`src/rtl/run_ctrl_pkg.sv`:
```
// Shared definitions for the run controller.
//   DATA_W              : CPU data path width (address / write data)
//   ENABLE_N, DISABLE_N : levels of the active-low CPU reset (held / released)
//   state_t             : run controller state encoding
//   is_done_write()     : recognises the end-of-run store
package run_ctrl_pkg;

  localparam int DATA_W = 32;

  localparam logic ENABLE_N  = 1'b0;
  localparam logic DISABLE_N = 1'b1;

  typedef enum logic [2:0] {
    S_IDLE = 3'd0,
    S_HOLD = 3'd1,
    S_RUN  = 3'd2,
    S_DONE = 3'd3,
    S_TMO  = 3'd4
  } state_t;

  // A store ends the run only when it is a real write to the exact address;
  // all DATA_W bits take part in the compare.
  function automatic logic is_done_write(input logic              we,
                                         input logic [DATA_W-1:0] addr,
                                         input logic [DATA_W-1:0] target);
    return we && (addr == target);
  endfunction

endpackage

```
`src/rtl/run_cnt.sv`:
```
// 32-bit up counter with synchronous clear and count enable.
//   clk   : clock
//   rst_n : asynchronous active-low reset (count -> 0)
//   clr   : synchronous clear, wins over en
//   en    : increment by one this edge
//   q     : current count
module run_cnt (
  input  logic        clk,
  input  logic        rst_n,
  input  logic        clr,
  input  logic        en,
  output logic [31:0] q
);

  always_ff @(posedge clk or negedge rst_n) begin
    if (!rst_n) begin
      q <= 32'd0;
    end else if (clr) begin
      q <= 32'd0;
    end else if (en) begin
      q <= q + 32'd1;
    end
  end

endmodule

```
`src/rtl/run_ctrl.sv`:
```
// Run controller: holds the CPU in reset for HOLD_CYC cycles after start,
// releases it, counts run cycles and ends the run on a store to DONE_ADDR
// (done) or after TIMEOUT run cycles (timeout). All outputs are registered.
//   clk       : clock
//   rst_n     : asynchronous active-low reset
//   start     : begin a run (honoured in IDLE, DONE and TMO)
//   memwrite  : CPU data-memory write enable
//   daddr     : CPU data address
//   wdata     : CPU data-memory write data
//   cpu_rst_n : active-low reset to the CPU
//   running   : high while the CPU runs
//   done      : sticky, run ended by the done store
//   timeout   : sticky, run ended by the cycle limit
//   cycles    : number of run cycles counted
//   result    : write data captured by the done store
module run_ctrl
  import run_ctrl_pkg::*;
#(
  parameter int unsigned       HOLD_CYC  = 2,
  parameter logic [DATA_W-1:0] DONE_ADDR = 32'h00000050,
  parameter int unsigned       TIMEOUT   = 100
) (
  input  logic              clk,
  input  logic              rst_n,
  input  logic              start,
  input  logic              memwrite,
  input  logic [DATA_W-1:0] daddr,
  input  logic [DATA_W-1:0] wdata,
  output logic              cpu_rst_n,
  output logic              running,
  output logic              done,
  output logic              timeout,
  output logic [31:0]       cycles,
  output logic [DATA_W-1:0] result
);

  localparam logic [31:0] HOLD_LAST = 32'(HOLD_CYC - 1);
  localparam logic [32:0] TMO_LIMIT = 33'(TIMEOUT);

  state_t            state, state_nxt;
  logic [31:0]       cnt_q;
  logic              cnt_clr, cnt_en;
  logic [31:0]       cnt_inc;
  logic              at_limit, done_evt;
  logic              cpu_rst_n_d, running_d, done_d, timeout_d;
  logic [31:0]       cycles_d;
  logic [DATA_W-1:0] result_d;

  // One counter serves both phases: it times the reset hold, is cleared on
  // the edge that enters RUN, and from then on equals the run cycle count.
  run_cnt u_cnt (
    .clk   (clk),
    .rst_n (rst_n),
    .clr   (cnt_clr),
    .en    (cnt_en),
    .q     (cnt_q)
  );

  assign cnt_inc  = cnt_q + 32'd1;
  // 33-bit compare so a limit of 2^32-1 cannot wrap.
  assign at_limit = ({1'b0, cnt_q} + 33'd1) == TMO_LIMIT;
  assign done_evt = is_done_write(memwrite, daddr, DONE_ADDR);

  always_ff @(posedge clk or negedge rst_n) begin
    if (!rst_n) begin
      state     <= S_IDLE;
      cpu_rst_n <= ENABLE_N;
      running   <= 1'b0;
      done      <= 1'b0;
      timeout   <= 1'b0;
      cycles    <= 32'd0;
      result    <= '0;
    end else begin
      state     <= state_nxt;
      cpu_rst_n <= cpu_rst_n_d;
      running   <= running_d;
      done      <= done_d;
      timeout   <= timeout_d;
      cycles    <= cycles_d;
      result    <= result_d;
    end
  end

  // Next-state and next-output values. The CPU stays in reset unless the
  // next state is RUN, so only RUN paths release it.
  always_comb begin
    state_nxt   = state;
    cnt_clr     = 1'b0;
    cnt_en      = 1'b0;
    cpu_rst_n_d = ENABLE_N;
    running_d   = 1'b0;
    done_d      = done;
    timeout_d   = timeout;
    cycles_d    = cycles;
    result_d    = result;

    case (state)
      S_IDLE, S_DONE, S_TMO: begin
        if (start) begin
          state_nxt = S_HOLD;
          cnt_clr   = 1'b1;
          cycles_d  = 32'd0;
          result_d  = '0;
          done_d    = 1'b0;
          timeout_d = 1'b0;
        end
      end

      S_HOLD: begin
        cnt_en = 1'b1;
        if (cnt_q == HOLD_LAST) begin
          state_nxt   = S_RUN;
          cnt_clr     = 1'b1;
          cpu_rst_n_d = DISABLE_N;
          running_d   = 1'b1;
        end
      end

      S_RUN: begin
        // The terminating cycle is itself counted.
        cnt_en   = 1'b1;
        cycles_d = cnt_inc;
        if (done_evt) begin
          state_nxt = S_DONE;
          done_d    = 1'b1;
          result_d  = wdata;
        end else if (at_limit) begin
          state_nxt = S_TMO;
          timeout_d = 1'b1;
        end else begin
          cpu_rst_n_d = DISABLE_N;
          running_d   = 1'b1;
        end
      end

      default: begin
        state_nxt = S_IDLE;
      end
    endcase
  end

endmodule

```
`config.mk`:
```
export PLATFORM = sky130hd
export DESIGN_NAME = run_ctrl
export DESIGN_NICKNAME = d
export VERILOG_FILES = /design/src/rtl/run_ctrl_pkg.sv /design/src/rtl/run_cnt.sv /design/src/rtl/run_ctrl.sv
export SDC_FILE = /design/constraint.sdc
export NUM_CORES = 1
export LEC_CHECK = 0
export BUFFER_PORTS_ARGS = -buffer_cell sky130_fd_sc_hd__buf_4
export CAP_MARGIN = 20
export CORE_MARGIN = 2
export CORE_UTILIZATION = 30
export DETAILED_ROUTE_END_ITERATION = 7
export MAX_ROUTING_LAYER = met4
export PLACE_DENSITY = 0.51
export SYNTH_ARGS = -nofsm -noshare
export SYNTH_HDL_FRONTEND = slang
export SYNTH_SLANG_ARGS = --single-unit
```
`constraint.sdc`:
```
create_clock -name clk -period 3.7 [get_ports clk]
set_input_delay 1.11 -clock clk [delete_from_list [all_inputs] [get_ports clk]]
set_output_delay 1.11 -clock clk [all_outputs]
set_load 0.03 [all_outputs]
```
==> flow_results.xml, run 1 <==
<?xml version="1.0" encoding="UTF-8"?>
<metrics>
  <group name="run_status">
    <metric name="outcome" unit="">finished clean</metric>
  </group>
  <group name="setup_path">
    <metric name="sequence_of_cells_on_the_critical_path" unit="">nand4_1 &gt; nor4_1 &gt; nand3_1 &gt; xor2_1 &gt; nand3_1 &gt; or4_1 &gt; or4_4 &gt; a2111o_1</metric>
    <metric name="regToRegEndpoint" unit="">state[1]</metric>
    <metric name="worstPathArrival" unit="ns">3.60</metric>
    <metric name="timing.critical_path.mode_cell" unit="">sky130_fd_sc_hd__nand3_1</metric>
    <metric name="worstSetupStartpointType" unit="">flop</metric>
    <metric name="setup.worst_path.class" unit="">flop to flop</metric>
    <metric name="crit_fanout" unit="">11</metric>
    <metric name="worst_ep_required_time" unit="ns">3.93</metric>
    <metric name="crit_slowest_cell" unit="">sky130_fd_sc_hd__nor4_1</metric>
    <metric name="regToRegSetupSlack" unit="ns">0.33</metric>
    <metric name="critPathCaptureType" unit="">flop</metric>
    <metric name="worstReg2RegStart" unit="">u_cnt.q[15]</metric>
    <metric name="worst-r2r-cell-count" unit="">8</metric>
    <metric name="timing.critical_path.slowest_cell_delay" unit="ns">0.56</metric>
  </group>
  <group name="worst_hold_path">
    <metric name="min_path_cells" unit="">2</metric>
    <metric name="min_path_type" unit="">flop to flop</metric>
    <metric name="hold_path_end" unit="">done</metric>
    <metric name="timing.hold.worst.start" unit="">done</metric>
  </group>
  <group name="placed_design">
    <metric name="globalplace.congestion" unit="">0.921</metric>
    <metric name="detailedPlacementHpwl" unit="mm">11.0</metric>
    <metric name="buffer_ports.inserted" unit="">135</metric>
    <metric name="dp_slack" unit="ns">0.201</metric>
  </group>
  <group name="logic_synthesis">
    <metric name="yosys.area.top_type_share" unit="%">48.0</metric>
    <metric name="synth.cells.most_frequent" unit="">sky130_fd_sc_hd__dfrtp_1 (102), sky130_fd_sc_hd__nand2_1 (99), sky130_fd_sc_hd__nand3_1 (84), sky130_fd_sc_hd__nor2_1 (52), sky130_fd_sc_hd__o21ai_0 (35)</metric>
    <metric name="synth-edff-count" unit="">0</metric>
    <metric name="syn_inst" unit="">590</metric>
    <metric name="syn_nets" unit="">660</metric>
    <metric name="synth_cell_types" unit="">46</metric>
    <metric name="synth_seq_area_share" unit="%">48.0</metric>
    <metric name="synth_seq_cells" unit="">102</metric>
    <metric name="warnings_from_yosys" unit="">0</metric>
    <metric name="synth_top_area_cell" unit="">sky130_fd_sc_hd__dfrtp_1</metric>
    <metric name="synthesis.area_per_instance" unit="sq um">9.02</metric>
    <metric name="synth_flop_cell" unit="">sky130_fd_sc_hd__dfrtp_1</metric>
    <metric name="post_synth_instance_area" unit="sq um">5320</metric>
    <metric name="synthTopCellsByArea" unit="">sky130_fd_sc_hd__dfrtp_1 (48%), sky130_fd_sc_hd__nand3_1 (7.9%), sky130_fd_sc_hd__nand2_1 (7.0%), sky130_fd_sc_hd__xnor2_1 (4.9%), sky130_fd_sc_hd__xor2_1 (4.8%)</metric>
    <metric name="synth_most_common_cell" unit="">sky130_fd_sc_hd__dfrtp_1</metric>
    <metric name="async_flop_share" unit="%">100</metric>
  </group>
  <group name="clock_network">
    <metric name="cts.sink_count" unit="">102</metric>
    <metric name="insertion_delay_to_the_later_sink_of_the_worst_skew_pair" unit="ns">0.35</metric>
    <metric name="post_cts.repair.setup_buffers" unit="">0</metric>
    <metric name="cts_htree_levels" unit="">3</metric>
    <metric name="tritoncts_clock_tree" unit="">yes</metric>
    <metric name="cts_root_buf" unit="">sky130_fd_sc_hd__clkbuf_16</metric>
    <metric name="clk_pin_slew" unit="ns">0.07</metric>
    <metric name="cts_hold_buf" unit="">0</metric>
    <metric name="tritoncts.num_buffers" unit="">9</metric>
    <metric name="cts_buffer_depth" unit="">2</metric>
    <metric name="cts-resized-gates" unit="">0</metric>
  </group>
  <group name="drt">
    <metric name="vias" unit="">4615</metric>
    <metric name="first_iteration_detailed_routing_drc_count" unit="">293</metric>
    <metric name="detail_route.drc_violations" unit="">0</metric>
    <metric name="routed_wl" unit="mm">14.8</metric>
    <metric name="route.detailed.vias_per_inst" unit="">4.95</metric>
    <metric name="wire_per_inst" unit="microns">15.9</metric>
    <metric name="detail_route.first_pass.iterations" unit="">6</metric>
    <metric name="antenna_violation_net_count_after_detailed_routing" unit="">0</metric>
  </group>
  <group name="power_and_ir_drop">
    <metric name="power.density" unit="nW/um^2">438</metric>
    <metric name="worst_ir_drop_vdd" unit="mV">0.247</metric>
    <metric name="p_seq_share" unit="%">41.4</metric>
    <metric name="switching_power" unit="mW">0.964</metric>
    <metric name="share_comb_of_total_power" unit="%">23.0</metric>
    <metric name="switching_share" unit="%">32.1</metric>
    <metric name="p_int" unit="mW">2.04</metric>
    <metric name="power_frac_clock" unit="%">35.6</metric>
    <metric name="standby_leakage_power" unit="nW">3.29</metric>
  </group>
  <group name="sta">
    <metric name="slew_limit_fails" unit="">0</metric>
    <metric name="finalHoldViolations" unit="">0</metric>
    <metric name="timing.setup.tns" unit="ns">0</metric>
    <metric name="setup_violations" unit="">0</metric>
    <metric name="slew_of_the_pin_with_the_lowest_slew_margin" unit="ns">1.02</metric>
    <metric name="skew" unit="ns">0.00962</metric>
    <metric name="final_period_util" unit="%">91.1</metric>
    <metric name="clock.fmax" unit="GHz">0.297</metric>
    <metric name="timing.slew.headroom" unit="%">31.8</metric>
    <metric name="finalWorstPathRequiredPeriod" unit="ns">3.37</metric>
    <metric name="rsz0062_at_grt" unit="">false</metric>
    <metric name="final_worst_setup_slack" unit="ns">0.329</metric>
  </group>
  <group name="final_layout">
    <metric name="finalNetCount" unit="">773</metric>
    <metric name="layout_area_growth_over_synthesis" unit="%">28.6</metric>
    <metric name="num_antenna_cells" unit="">0</metric>
    <metric name="multi_input_area" unit="sq um">2530</metric>
    <metric name="fillerInstances" unit="">1760</metric>
    <metric name="ff_latch_area" unit="sq um">2550</metric>
    <metric name="post-route-util" unit="%">39.6</metric>
    <metric name="post_route_cells_drive_above_1_share" unit="%">25.3</metric>
  </group>
  <group name="global_routing">
    <metric name="overall_global_routing_resource_usage" unit="%">16.5</metric>
    <metric name="global_route.overflow_total" unit="">0</metric>
    <metric name="via_count_of_the_first_global_routing_pass" unit="">4529</metric>
    <metric name="wire_length_of_the_first_global_routing_pass" unit="mm">23.8</metric>
    <metric name="grt_antenna_before_repair" unit="">0</metric>
    <metric name="grt_start_max_net_pins" unit="">57</metric>
  </group>
  <group name="floorplan">
    <metric name="floorplan.die_area" unit="sq um">18800</metric>
    <metric name="chip_width" unit="microns">137</metric>
    <metric name="floorplan.rows" unit="">48</metric>
    <metric name="core_area" unit="sq um">17300</metric>
    <metric name="i_o_pin_total" unit="">136</metric>
    <metric name="floorplan.initialDensity" unit="%">30.8</metric>
    <metric name="dieHeight" unit="microns">137</metric>
  </group>
  <group name="job">
    <metric name="max-cap-violations" unit="">0</metric>
  </group>
</metrics>
==> metrics by stage <==
| step | hold slack, ns | instances | instance area (sq um) | power, mW |
|---|---|---|---|---|
| 6_report | 0.491 | 933 | 6840 | 3.00 |
| 5_1_grt | 0.500 | 933 | 6840 | 3.15 |
| 4_1_cts | 0.491 | 933 | 6840 | 3.05 |
| 3_5_place_dp | 0.474 | 917 | 6500 | 1.96 |
| 3_3_place_gp | 0.467 | 917 | 6500 | 1.95 |
| 2_1_floorplan | 0.517 | 590 | 5320 | 1.67 |
==> worst max path at each step <==
stage	start	endpoint	slack [ns]	cells after the start
4_1_cts	u_cnt.q[6]	state[1]	0.18	8
5_1_grt	u_cnt.q[15]	state[1]	0.09	8
3_5_place_dp	u_cnt.q[6]	state[1]	0.20	8
3_3_place_gp	u_cnt.q[6]	state[1]	0.30	8
2_1_floorplan	u_cnt.q[0]	state[1]	0.82	8
6_report	u_cnt.q[15]	state[1]	0.33	8
==> per-layer routing <==
layer	global-route usage [%]	vias to the layer above	share of wire [%]
met3	3.83	16	6.3
met5	-	-	0
li1	-	2252	-
met1	20.4	2217	45
met2	26.7	130	48
met4	5.38	0	1.3
==> cell usage in the layout, fill, tap and decap left out, types with 3 or more instances in the layout <==
master                      instances
sky130_fd_sc_hd__buf_4            146
sky130_fd_sc_hd__dfrtp_1          102
sky130_fd_sc_hd__nand2_1           99
sky130_fd_sc_hd__nand3_1           83
sky130_fd_sc_hd__nor2_1            52
sky130_fd_sc_hd__o21ai_0           35
sky130_fd_sc_hd__xnor2_1           30
sky130_fd_sc_hd__xor2_1            29
sky130_fd_sc_hd__nand4_1           17
sky130_fd_sc_hd__nor4_1            12
sky130_fd_sc_hd__nor3_1            11
sky130_fd_sc_hd__clkbuf_16          9
sky130_fd_sc_hd__inv_1              6
sky130_fd_sc_hd__a21oi_1            6
sky130_fd_sc_hd__and3_1             5
sky130_fd_sc_hd__and4_1             5
sky130_fd_sc_hd__nor3b_1            4
sky130_fd_sc_hd__and2_1             3
sky130_fd_sc_hd__nor4_4             3
sky130_fd_sc_hd__nand3b_1           3
sky130_fd_sc_hd__mux2i_1            3
sky130_fd_sc_hd__nor4b_1            3
sky130_fd_sc_hd__nand2b_1           3
sky130_fd_sc_hd__a211oi_1           3
==> sequential cells by signal, indices dropped and copies added (netlist names) <==
name	flops
result	32
u_cnt.q	32
timeout	1
running	1
done	1
state	3
cycles	32
==> cell families after synthesis <==
kind of cell	share of synthesized area, %
AO/OA/AOI/OAI	5.55
XOR/XNOR	9.71
AND/OR/NAND/NOR	30.8
buffers and inverters	4.70
flip-flops	48.0
multiplexers	0.776
adder cells (fa/ha/maj)	0.470
==> power by group through the flow <==
stage | registers [mW] | logic (mW) | clock network (mW)
after CTS | 1.24 | 0.700 | 1.11
after detailed placement | 1.27 | 0.698 | 0
after floorplan | 1.28 | 0.389 | 0
after global routing | 1.25 | 0.750 | 1.15
after global placement | 1.26 | 0.691 | 0
final | 1.24 | 0.689 | 1.07
==> final cells by class <==
| cell class | count | area share, % |
|---|---|---|
| Sequential cell | 102 | 37.3 |
| Multi-Input combinational cell | 437 | 37.0 |
| Clock buffer | 11 | 3.69 |
| Inverter | 6 | 0.329 |
| Tap cell | 225 | 4.11 |
| Clock inverter | 5 | 1.26 |
| Timing Repair Buffer | 147 | 16.3 |
==> critical path: cells and delay by family, from the launching register on <==
family	cells	cell delay, ns
simple gates	6	2.06
xor+xnor	1	0.26
compound gates	1	0.37
flops	1	0.54
No activity file was read; power rests on OpenSTA's default activity.
==> inputs of run 2 (changes only) <==
==> constraint.sdc (replaced) <==
create_clock -name clk -period 3.8 [get_ports clk]
set_input_delay 1.14 -clock clk [delete_from_list [all_inputs] [get_ports clk]]
set_output_delay 1.14 -clock clk [all_outputs]
set_load 0.03 [all_outputs]
==> flow_results.xml, run 2 (synthesis results as in run 1) <==
<?xml version="1.0" encoding="UTF-8"?>
<metrics>
  <group name="drt">
    <metric name="detail_route.drc_violations" unit="">0</metric>
    <metric name="vias" unit="">4606</metric>
    <metric name="routed_wl" unit="mm">14.8</metric>
    <metric name="wire_per_inst" unit="microns">15.9</metric>
    <metric name="first_iteration_detailed_routing_drc_count" unit="">305</metric>
    <metric name="route.detailed.vias_per_inst" unit="">4.95</metric>
    <metric name="antenna_violation_net_count_after_detailed_routing" unit="">0</metric>
    <metric name="detail_route.first_pass.iterations" unit="">4</metric>
  </group>
  <group name="clock_network">
    <metric name="cts_root_buf" unit="">sky130_fd_sc_hd__clkbuf_16</metric>
    <metric name="post_cts.repair.setup_buffers" unit="">0</metric>
    <metric name="cts_htree_levels" unit="">3</metric>
    <metric name="tritoncts.num_buffers" unit="">9</metric>
    <metric name="cts.sink_count" unit="">102</metric>
    <metric name="cts-resized-gates" unit="">0</metric>
    <metric name="clk_pin_slew" unit="ns">0.08</metric>
    <metric name="tritoncts_clock_tree" unit="">yes</metric>
    <metric name="insertion_delay_to_the_later_sink_of_the_worst_skew_pair" unit="ns">0.35</metric>
    <metric name="cts_hold_buf" unit="">0</metric>
    <metric name="cts_buffer_depth" unit="">2</metric>
  </group>
  <group name="final_layout">
    <metric name="design_area" unit="sq um">6780</metric>
    <metric name="multi_input_area" unit="sq um">2530</metric>
    <metric name="fillerInstances" unit="">1766</metric>
    <metric name="commonest_non_fill_non_tap_cell_in_the_layout" unit="">sky130_fd_sc_hd__buf_4</metric>
    <metric name="post_route_cells_drive_above_1_share" unit="%">25.1</metric>
    <metric name="num_antenna_cells" unit="">0</metric>
    <metric name="layout_area_growth_over_synthesis" unit="%">27.5</metric>
    <metric name="finalNetCount" unit="">771</metric>
    <metric name="ff_latch_area" unit="sq um">2550</metric>
    <metric name="largestRegisters" unit="">cycles: 32 flops, result: 32 flops, u_cnt.q: 32 flops</metric>
    <metric name="mostFrequentLayoutCells" unit="">sky130_fd_sc_hd__buf_4 (145), sky130_fd_sc_hd__dfrtp_1 (102), sky130_fd_sc_hd__nand2_1 (99)</metric>
  </group>
  <group name="job">
    <metric name="max-cap-violations" unit="">0</metric>
  </group>
  <group name="global_routing">
    <metric name="overall_global_routing_resource_usage" unit="%">16.3</metric>
    <metric name="grt_antenna_before_repair" unit="">0</metric>
    <metric name="wire_length_of_the_first_global_routing_pass" unit="mm">23.4</metric>
    <metric name="grt_start_max_net_pins" unit="">68</metric>
    <metric name="via_count_of_the_first_global_routing_pass" unit="">4460</metric>
    <metric name="global_route.overflow_total" unit="">0</metric>
  </group>
  <group name="sta">
    <metric name="finalWorstPathRequiredPeriod" unit="ns">3.55</metric>
    <metric name="rsz0062_at_grt" unit="">false</metric>
    <metric name="timing.slew.headroom" unit="%">31.0</metric>
    <metric name="clock.fmax" unit="GHz">0.281</metric>
    <metric name="slew_of_the_pin_with_the_lowest_slew_margin" unit="ns">1.04</metric>
    <metric name="timing.setup.tns" unit="ns">0</metric>
    <metric name="skew" unit="ns">0.0117</metric>
    <metric name="final_period_util" unit="%">93.5</metric>
    <metric name="slew_limit_fails" unit="">0</metric>
    <metric name="finalHoldViolations" unit="">0</metric>
    <metric name="setup_violations" unit="">0</metric>
  </group>
  <group name="floorplan">
    <metric name="core_area" unit="sq um">17300</metric>
    <metric name="chip_width" unit="microns">137</metric>
    <metric name="floorplan.rows" unit="">48</metric>
    <metric name="dieHeight" unit="microns">137</metric>
    <metric name="floorplan.die_area" unit="sq um">18800</metric>
    <metric name="floorplan.initialDensity" unit="%">30.8</metric>
    <metric name="i_o_pin_total" unit="">136</metric>
  </group>
  <group name="setup_path">
    <metric name="worstSetupStartpointType" unit="">flop</metric>
    <metric name="worstReg2RegStart" unit="">u_cnt.q[4]</metric>
    <metric name="crit_path_to" unit="">state[1]</metric>
    <metric name="critPathCaptureType" unit="">flop</metric>
    <metric name="worstPathArrival" unit="ns">3.79</metric>
    <metric name="regToRegEndpoint" unit="">state[1]</metric>
    <metric name="startpoint_of_the_most_critical_setup_path" unit="">u_cnt.q[4]</metric>
    <metric name="worst_ep_required_time" unit="ns">4.04</metric>
    <metric name="regToRegSetupSlack" unit="ns">0.25</metric>
    <metric name="setup.worst_path.class" unit="">flop to flop</metric>
    <metric name="worst-r2r-cell-count" unit="">8</metric>
    <metric name="crit_fanout" unit="">11</metric>
  </group>
  <group name="placed_design">
    <metric name="globalplace.congestion" unit="">0.885</metric>
    <metric name="postPlaceCellArea" unit="sq um">6470</metric>
    <metric name="buffer_ports.inserted" unit="">135</metric>
    <metric name="detailedPlacementHpwl" unit="mm">10.7</metric>
  </group>
  <group name="worst_hold_path">
    <metric name="min_path_type" unit="">flop to flop</metric>
  </group>
  <group name="power_and_ir_drop">
    <metric name="switching_share" unit="%">33.3</metric>
    <metric name="share_comb_of_total_power" unit="%">23.1</metric>
    <metric name="power.density" unit="nW/um^2">419</metric>
    <metric name="power_frac_clock" unit="%">34.3</metric>
    <metric name="worst_ir_drop_vdd" unit="mV">0.210</metric>
    <metric name="p_seq_share" unit="%">42.6</metric>
    <metric name="standby_leakage_power" unit="nW">3.24</metric>
    <metric name="switching_power" unit="mW">0.945</metric>
    <metric name="p_int" unit="mW">1.90</metric>
  </group>
  <group name="run_status">
    <metric name="outcome" unit="">finished clean</metric>
  </group>
</metrics>
## run 2: how the worst min path moves through the flow
stage	start	to	slack, ns	cells after the start
2_1_floorplan	state[0]	state[0]	0.52	2
3_3_place_gp	done	done	0.46	2
3_5_place_dp	done	done	0.47	2
4_1_cts	done	done	0.49	2
5_1_grt	done	done	0.51	2
6_report	done	done	0.48	2
## run 2: critical path, stage by stage (launching register included)
cell and delay [ns]:
sky130_fd_sc_hd__dfrtp_1 0.54, sky130_fd_sc_hd__nand3_1 0.27, sky130_fd_sc_hd__nor3_2 0.74, sky130_fd_sc_hd__nand4_1 0.19
sky130_fd_sc_hd__xor2_1 0.27, sky130_fd_sc_hd__nand3_1 0.10, sky130_fd_sc_hd__or4_1 0.48, sky130_fd_sc_hd__or4_4 0.47
sky130_fd_sc_hd__a2111o_1 0.38
## run 2: through the flow
step | util, % | instances | hold slack, ns | total power [mW] | worst slack (ns)
floorplan | - | 590 | 0.517 | 1.63 | 0.917
global placement | 37.4 | 915 | 0.463 | 1.89 | 0.360
detailed placement | 37.4 | 915 | 0.469 | 1.90 | 0.282
CTS | 39.2 | 931 | 0.486 | 2.88 | 0.222
global route | 39.2 | 931 | 0.512 | 2.99 | 0.0528
finish | 39.2 | 931 | 0.479 | 2.84 | 0.245
## run 2: layout make-up
type / instances / area share [%]
repair buffers: 145 / 16.0
well taps: 225 / 4.15
multi-input cells: 437 / 37.2
clock inverters: 6 / 1.07
flip-flops and latches: 102 / 37.6
inverters: 6 / 0.332
clock buffers: 10 / 3.52
## run 2: routing by layer
layer | vias to the layer above | track usage (%) | part of all wire, %
li1 | 2247 | - | -
met1 | 2218 | 20.1 | 44
met5 | - | - | 0
met2 | 126 | 26.9 | 49
met3 | 15 | 4.12 | 6.3
met4 | 0 | 4.01 | 1.2
## run 2: power by group through the flow
stage | clock network, mW | registers (mW) | logic (mW)
floorplan | 0 | 1.25 | 0.379
global placement | 0 | 1.23 | 0.665
detailed placement | 0 | 1.23 | 0.668
CTS | 1.00 | 1.21 | 0.669
global route | 1.05 | 1.22 | 0.721
finish | 0.975 | 1.21 | 0.656
